## src/rtl/enokida_cache_pkg.sv

```systemverilog
// rtl/enokida_cache_pkg.sv - shared types and AXI constants for the Enokida cache refill path
//
// Purpose: fill engine state encoding, AXI4 burst/size/response codes, and the
// line-base address helper used when a miss request is latched.
// Ports: none (package).

package enokida_cache_pkg;

    typedef enum logic [1:0] {
        ST_IDLE  = 2'd0,
        ST_ADDR  = 2'd1,
        ST_DATA  = 2'd2,
        ST_DRAIN = 2'd3
    } fill_state_t;

    localparam logic [1:0] BURST_INCR  = 2'b01;
    localparam logic [2:0] SIZE_4B     = 3'b010;
    localparam logic [1:0] RESP_OKAY   = 2'b00;
    localparam logic [1:0] RESP_SLVERR = 2'b10;

    // Clears the byte-in-line offset so the burst starts on a line boundary.
    // Works on a 64-bit container; callers keep the low ADDR_WIDTH bits.
    function automatic logic [63:0] line_base(input logic [63:0] addr,
                                              input int unsigned off_bits);
        return addr & ~((64'd1 << off_bits) - 64'd1);
    endfunction

endpackage

```

## src/rtl/enokida_line_fill.sv

```systemverilog
// rtl/enokida_line_fill.sv - cache line refill engine issuing one AXI4 INCR read burst per miss
//
// Purpose: accepts a miss address, reads one aligned line over AXI4, streams the
// returned words with their in-line index, flags corrupt lines and counts good fills.
// Ports:
//   clk, rst                       clock, synchronous active-high reset
//   req_valid/req_ready/req_addr   miss request handshake
//   word_valid/word_idx/word_data  returned word stream (registered)
//   fill_done/fill_err             line complete pulse, corrupt qualifier
//   fill_count                     saturating count of error-free fills
//   m_axi_ar*                      AXI4 read address channel
//   m_axi_r*                       AXI4 read data channel

module enokida_line_fill
    import enokida_cache_pkg::*;
#(
    parameter int          ADDR_WIDTH     = 32,
    parameter int          DATA_WIDTH     = 32,
    parameter int          WORDS_PER_LINE = 4,
    parameter logic [3:0]  AXI_ID         = 4'd0,
    localparam int         IDX_W          = $clog2(WORDS_PER_LINE)
) (
    input  logic                  clk,
    input  logic                  rst,

    input  logic                  req_valid,
    output logic                  req_ready,
    input  logic [ADDR_WIDTH-1:0] req_addr,

    output logic                  word_valid,
    output logic [IDX_W-1:0]      word_idx,
    output logic [DATA_WIDTH-1:0] word_data,
    output logic                  fill_done,
    output logic                  fill_err,
    output logic [31:0]           fill_count,

    output logic                  m_axi_arvalid,
    input  logic                  m_axi_arready,
    output logic [ADDR_WIDTH-1:0] m_axi_araddr,
    output logic [7:0]            m_axi_arlen,
    output logic [2:0]            m_axi_arsize,
    output logic [1:0]            m_axi_arburst,
    output logic [3:0]            m_axi_arid,

    input  logic                  m_axi_rvalid,
    output logic                  m_axi_rready,
    input  logic [DATA_WIDTH-1:0] m_axi_rdata,
    input  logic [1:0]            m_axi_rresp,
    input  logic                  m_axi_rlast,
    input  logic [3:0]            m_axi_rid
);

    localparam int unsigned       OFF_BITS  = IDX_W + 2;
    localparam logic [IDX_W-1:0]  LAST_BEAT = IDX_W'(WORDS_PER_LINE - 1);

    fill_state_t      state;
    logic [IDX_W-1:0] beat;
    logic             err_flag;
    logic [63:0]      base_full;
    logic             beat_fire;
    logic             last_beat;
    logic             line_err;

    assign base_full = line_base(64'(req_addr), OFF_BITS);

    generate
        if (ADDR_WIDTH < 64) begin : g_base_hi
            logic unused_base_hi;
            assign unused_base_hi = |base_full[63:ADDR_WIDTH];
        end
    endgenerate

    // AR fields other than the address never change, so they are constants.
    assign m_axi_arlen   = 8'(WORDS_PER_LINE - 1);
    assign m_axi_arsize  = SIZE_4B;
    assign m_axi_arburst = BURST_INCR;
    assign m_axi_arid    = AXI_ID;

    // Handshake strobes decode state only, so they cannot glitch on inputs.
    assign m_axi_arvalid = (state == ST_ADDR);
    assign m_axi_rready  = (state == ST_DATA) || (state == ST_DRAIN);

    assign beat_fire = m_axi_rvalid && m_axi_rready;
    assign last_beat = (beat == LAST_BEAT);

    // rlast must coincide exactly with the final beat; any mismatch (early or
    // missing) marks the line corrupt, as do bad responses and foreign IDs.
    assign line_err = err_flag
                   || (m_axi_rresp != RESP_OKAY)
                   || (m_axi_rid != AXI_ID)
                   || (m_axi_rlast != last_beat);

    always_ff @(posedge clk) begin
        if (rst) begin
            state        <= ST_IDLE;
            req_ready    <= 1'b1;
            m_axi_araddr <= '0;
            beat         <= '0;
            err_flag     <= 1'b0;
            word_valid   <= 1'b0;
            word_idx     <= '0;
            word_data    <= '0;
            fill_done    <= 1'b0;
            fill_err     <= 1'b0;
            fill_count   <= 32'd0;
        end else begin
            word_valid <= 1'b0;
            fill_done  <= 1'b0;
            fill_err   <= 1'b0;

            case (state)
                ST_IDLE: begin
                    // req_ready is held low for the first IDLE cycle after a
                    // fill so it rises the cycle after fill_done.
                    if (req_ready && req_valid) begin
                        m_axi_araddr <= base_full[ADDR_WIDTH-1:0];
                        beat         <= '0;
                        err_flag     <= 1'b0;
                        req_ready    <= 1'b0;
                        state        <= ST_ADDR;
                    end else begin
                        req_ready <= 1'b1;
                    end
                end

                ST_ADDR: begin
                    if (m_axi_arready) begin
                        state <= ST_DATA;
                    end
                end

                ST_DATA: begin
                    if (beat_fire) begin
                        word_valid <= 1'b1;
                        word_data  <= m_axi_rdata;
                        word_idx   <= beat;
                        beat       <= beat + 1'b1;
                        if (m_axi_rlast) begin
                            // Normal or early end: close the line on this beat.
                            fill_done <= 1'b1;
                            fill_err  <= line_err;
                            state     <= ST_IDLE;
                            if (!line_err && (fill_count != 32'hFFFF_FFFF)) begin
                                fill_count <= fill_count + 32'd1;
                            end
                        end else if (last_beat) begin
                            // Slave overran the line; swallow beats until rlast.
                            err_flag <= 1'b1;
                            state    <= ST_DRAIN;
                        end else begin
                            err_flag <= line_err;
                        end
                    end
                end

                ST_DRAIN: begin
                    if (beat_fire && m_axi_rlast) begin
                        fill_done <= 1'b1;
                        fill_err  <= 1'b1;
                        state     <= ST_IDLE;
                    end
                end

                default: state <= ST_IDLE;
            endcase
        end
    end

endmodule
```

## config.mk

```make
export PLATFORM = sky130hd
export DESIGN_NAME = enokida_line_fill
export DESIGN_NICKNAME = d
export VERILOG_FILES = /design/src/rtl/enokida_cache_pkg.sv /design/src/rtl/enokida_line_fill.sv
export SDC_FILE = /design/constraint.sdc
export NUM_CORES = 1
export LEC_CHECK = 0
export ABC_CLOCK_PERIOD_IN_PS = 2500
export BUFFER_PORTS_ARGS = -buffer_cell sky130_fd_sc_hd__buf_2
export CELL_PAD_IN_SITES_DETAIL_PLACEMENT = 0
export CELL_PAD_IN_SITES_GLOBAL_PLACEMENT = 2
export CORE_MARGIN = 3
export CORE_UTILIZATION = 23
export CTS_BUF_LIST = sky130_fd_sc_hd__clkbuf_4 sky130_fd_sc_hd__clkbuf_8 sky130_fd_sc_hd__clkbuf_16
export DETAILED_ROUTE_END_ITERATION = 8
export PLACE_DENSITY_LB_ADDON = 0.25
export REMOVE_ABC_BUFFERS = 1
export SLEW_MARGIN = 10
export SYNTH_ARGS = -nofsm -noshare
export SYNTH_HDL_FRONTEND = slang
export SYNTH_SLANG_ARGS = --single-unit
```

## constraint.sdc

```tcl
create_clock -name clk -period 2.5 [get_ports clk]
set_input_delay 0.375 -clock clk [delete_from_list [all_inputs] [get_ports clk]]
set_output_delay 0.375 -clock clk [all_outputs]
set_load 0.02 [all_outputs]
```

==> impl_metrics.tcl <==
set metrics [dict create \
    status "finished, final reports clean" \
    finalClockSkew_ps 7.69 \
    track_usage 0.141 \
    critPathTopFamily "simple AND/OR/NAND/NOR gates" \
    drc 0 \
    power.switching_uw 944 \
    drive_gt1_frac 0.378 \
    hpwl_um 10400 \
    antenna_found_initial 3 \
    synth_cell_types 38 \
    clk_pin_slew_worst_paths_ps 70 \
    setup_viol 0 \
    highest_layer "met5" \
    crit_top_cell "ha_4" \
    worst_pin_slew_ps 752 \
    synth_seq_area_share 0.479 \
    met2_wirelength_um 7060 \
    final_core_util 0.344 \
    syn_avg_cell_area_um2 7.99 \
    synth_edf_count 0 \
    hp-class "input port to register" \
    timing.final.ws_setup_ps 41.8 \
    routed-via-count 4487 \
    vias_per_cell 4.52 \
    slew_viol_final 0 \
    grt_overflow 0 \
    arrival_ps 2730 \
    rsz0062_at_grt "yes" \
    setup_tns_ps 0 \
    crit_buf_inv 3 \
    worstPathCellList "ha_4 > inv_4 > ha_4 > or4_4 > nor4_4 > buf_6 > o41ai_4 > buf_4 > or3_4 > a21oi_2" \
    syn_to_final_growth_pct 45.2 \
    intPower_mw 2.65 \
    ys.flop_type "dfxtp_1" \
    cts_buffers 9 \
    peakVddDrop_uv 321 \
    cp.required_ps 2770 \
    crit_slowest_cell "or4_4" \
    gp_congestion 0.750 \
    core-area_mm2 0.0182 \
    dp_slack_ps -298 \
    period_share 0.983 \
    clk_latency_ps 340 \
    die_area_mm2 0.0204 \
    cp-end-kind "register" \
    p_sw_frac 0.263 \
    cap_violations 0 \
    power_mw 3.59 \
    wl_per_cell_um 14.5 \
    die_y_um 143 \
    pwr-share-comb 0.112 \
    p_clk_frac 0.407 \
    worstPathMaxFanout 5 \
    ys.warnings.count 0 \
    cts_buffer_depth 2 \
    cpPeakStageDelay_ps 460 \
    grt_pass1_wl_um 23200 \
    wl_met3_um 1160 \
    async_flop_share 0 \
    h-tree-depth 3 \
    hold_viol_final 0 \
    max_slew_margin 0.499 \
    syn_area_mm2 0.00431 \
    netlist_instances 539 \
    leakage_nw 2.65 \
    initial_core_util 0.237 \
    nets 835 \
    power.density_mw_per_mm2 574 \
    synth-seq-cells 103 \
    grt_max_degree 54 \
    drt-total-wl_um 14300 \
    grt_pass1_vias 4510 \
    final_cell_mix "171 x buf_2, 135 x nand2_1, 100 x dfxtp_1, 89 x a21oi_1, 64 x buf_4" \
    die_x_um 143 \
    max_freq_mhz 407 \
    numPortBuffers 171 \
    cts_hold_buf 0 \
    critPathKind "register to register" \
    hold_ws_ps 257 \
    cts_tree "yes" \
    drtPass1Iterations 6 \
    ioPinCount 197 \
    route.layer.met1.wl_um 5930 \
    cts_root_buf "clkbuf_16" \
    period_needed_ps 2460 \
    p_seq_frac 0.481 \
    drt-initial-drc-count 176 \
    clkSinkCount 103 \
    layout_commonest_cell "buf_2" \
    rows 49 \
    antenna_left 0 \
    crit_path_start_kind "register" \
]
[state kept, by name (all words and copies together), names as in the netlist]
signal	count
word_idx	2
word_valid	1
fill_err	1
fill_done	1
m_axi_araddr	28
req_ready	1
fill_count	32
state	2
beat	2
err_flag	1
word_data	32
[power by group through the flow]
stage / combinational, mW / clock (mW) / sequential, mW
global placement: 0.400 / 0 / 1.76
finish: 0.401 / 1.46 / 1.73
detailed placement: 0.405 / 0 / 1.77
floorplan: 0.144 / 0 / 1.83
global route: 0.449 / 1.59 / 1.74
CTS: 0.407 / 1.53 / 1.73
[cell usage after synthesis, types with 2 or more instances]
| cell type | n | area share |
|---|---|---|
| nand2_1 | 135 | 0.12 |
| dfxtp_1 | 103 | 0.48 |
| a21oi_1 | 92 | 0.11 |
| clkbuf_1 | 28 | 0.024 |
| buf_4 | 21 | 0.037 |
| nor2_1 | 19 | 0.017 |
| o21ai_0 | 17 | 0.020 |
| or3_1 | 16 | 0.023 |
| nand4_1 | 14 | 0.020 |
| nand3_1 | 12 | 0.014 |
| o31ai_1 | 12 | 0.021 |
| or4_1 | 12 | 0.021 |
| nor3_1 | 8 | 0.0093 |
| inv_1 | 7 | 0.0061 |
| and4_1 | 4 | 0.0081 |
| buf_2 | 4 | 0.0046 |
| ha_1 | 3 | 0.0087 |
| mux2_2 | 3 | 0.0078 |
| nor2b_1 | 3 | 0.0044 |
| or2_2 | 3 | 0.0044 |
| a22oi_1 | 2 | 0.0035 |
| conb_1 | 2 | 0.0017 |
| nand2b_1 | 2 | 0.0029 |
| nor4_1 | 2 | 0.0029 |
| or4_4 | 2 | 0.0052 |
[worst register-to-register path: stages, from the launching register on]
cell and delay [ps]:
dfxtp_2 360, ha_4 150, inv_4 30, ha_4 200, or4_4 460, nor4_4 160, buf_6 190, o41ai_4 150
buf_4 180, or3_4 380, a21oi_2 130
[routing by layer]
metal / track usage / up-vias
met5: 0 / -
met4: 0.0410 / 2
met3: 0.0566 / 13
met2: 0.248 / 123
met1: 0.159 / 2083
li1: - / 2266
[repair_timing]
item,4_1_cts,5_1_grt
setup endpoints to repair,30,30
setup buffers,1,6
endpoints found under the hold margin,0,0
gates cloned,2,1
resized for setup,17,14
pin swaps,25,15
[logic make-up after synthesis]
family                   synth area share
buffers and inverters              0.0744
flip-flops                          0.479
XOR/XNOR                          0.00203
multiplexers                       0.0102
AO/OA/AOI/OAI                       0.162
AND/OR/NAND/NOR                     0.262
adder cells (fa/ha/maj)           0.00871
other                             0.00174
[per-stage QoR]
step	instance area, um2	std cells
2_1_floorplan	4090	504
3_3_place_gp	5710	964
3_5_place_dp	5710	964
4_1_cts	6150	982
5_1_grt	6250	991
6_report	6260	992
[cell type report]
cell class / count / area [um2]
timing repair buffer: 239 / 1390
sequential: 103 / 2070
antenna: 3 / 7.51
clock inverter: 4 / 55.1
multi-input combinational: 396 / 2180
inverter: 7 / 28.8
fill: 1955 / 12000
tap: 229 / 287
clock buffer: 11 / 246
[final timing paths]
path / to / start / slack (ps) / cells after the start
min: m_axi_araddr[30] / req_addr[30] / 260 / 3
max reg2reg: fill_count[11] / beat[0] / 40 / 10
min reg2reg: m_axi_araddr[30] / m_axi_araddr[30] / 450 / 2
max: fill_count[11] / beat[0] / 40 / 10
Note: power is estimated with default switching activity, not from simulation.
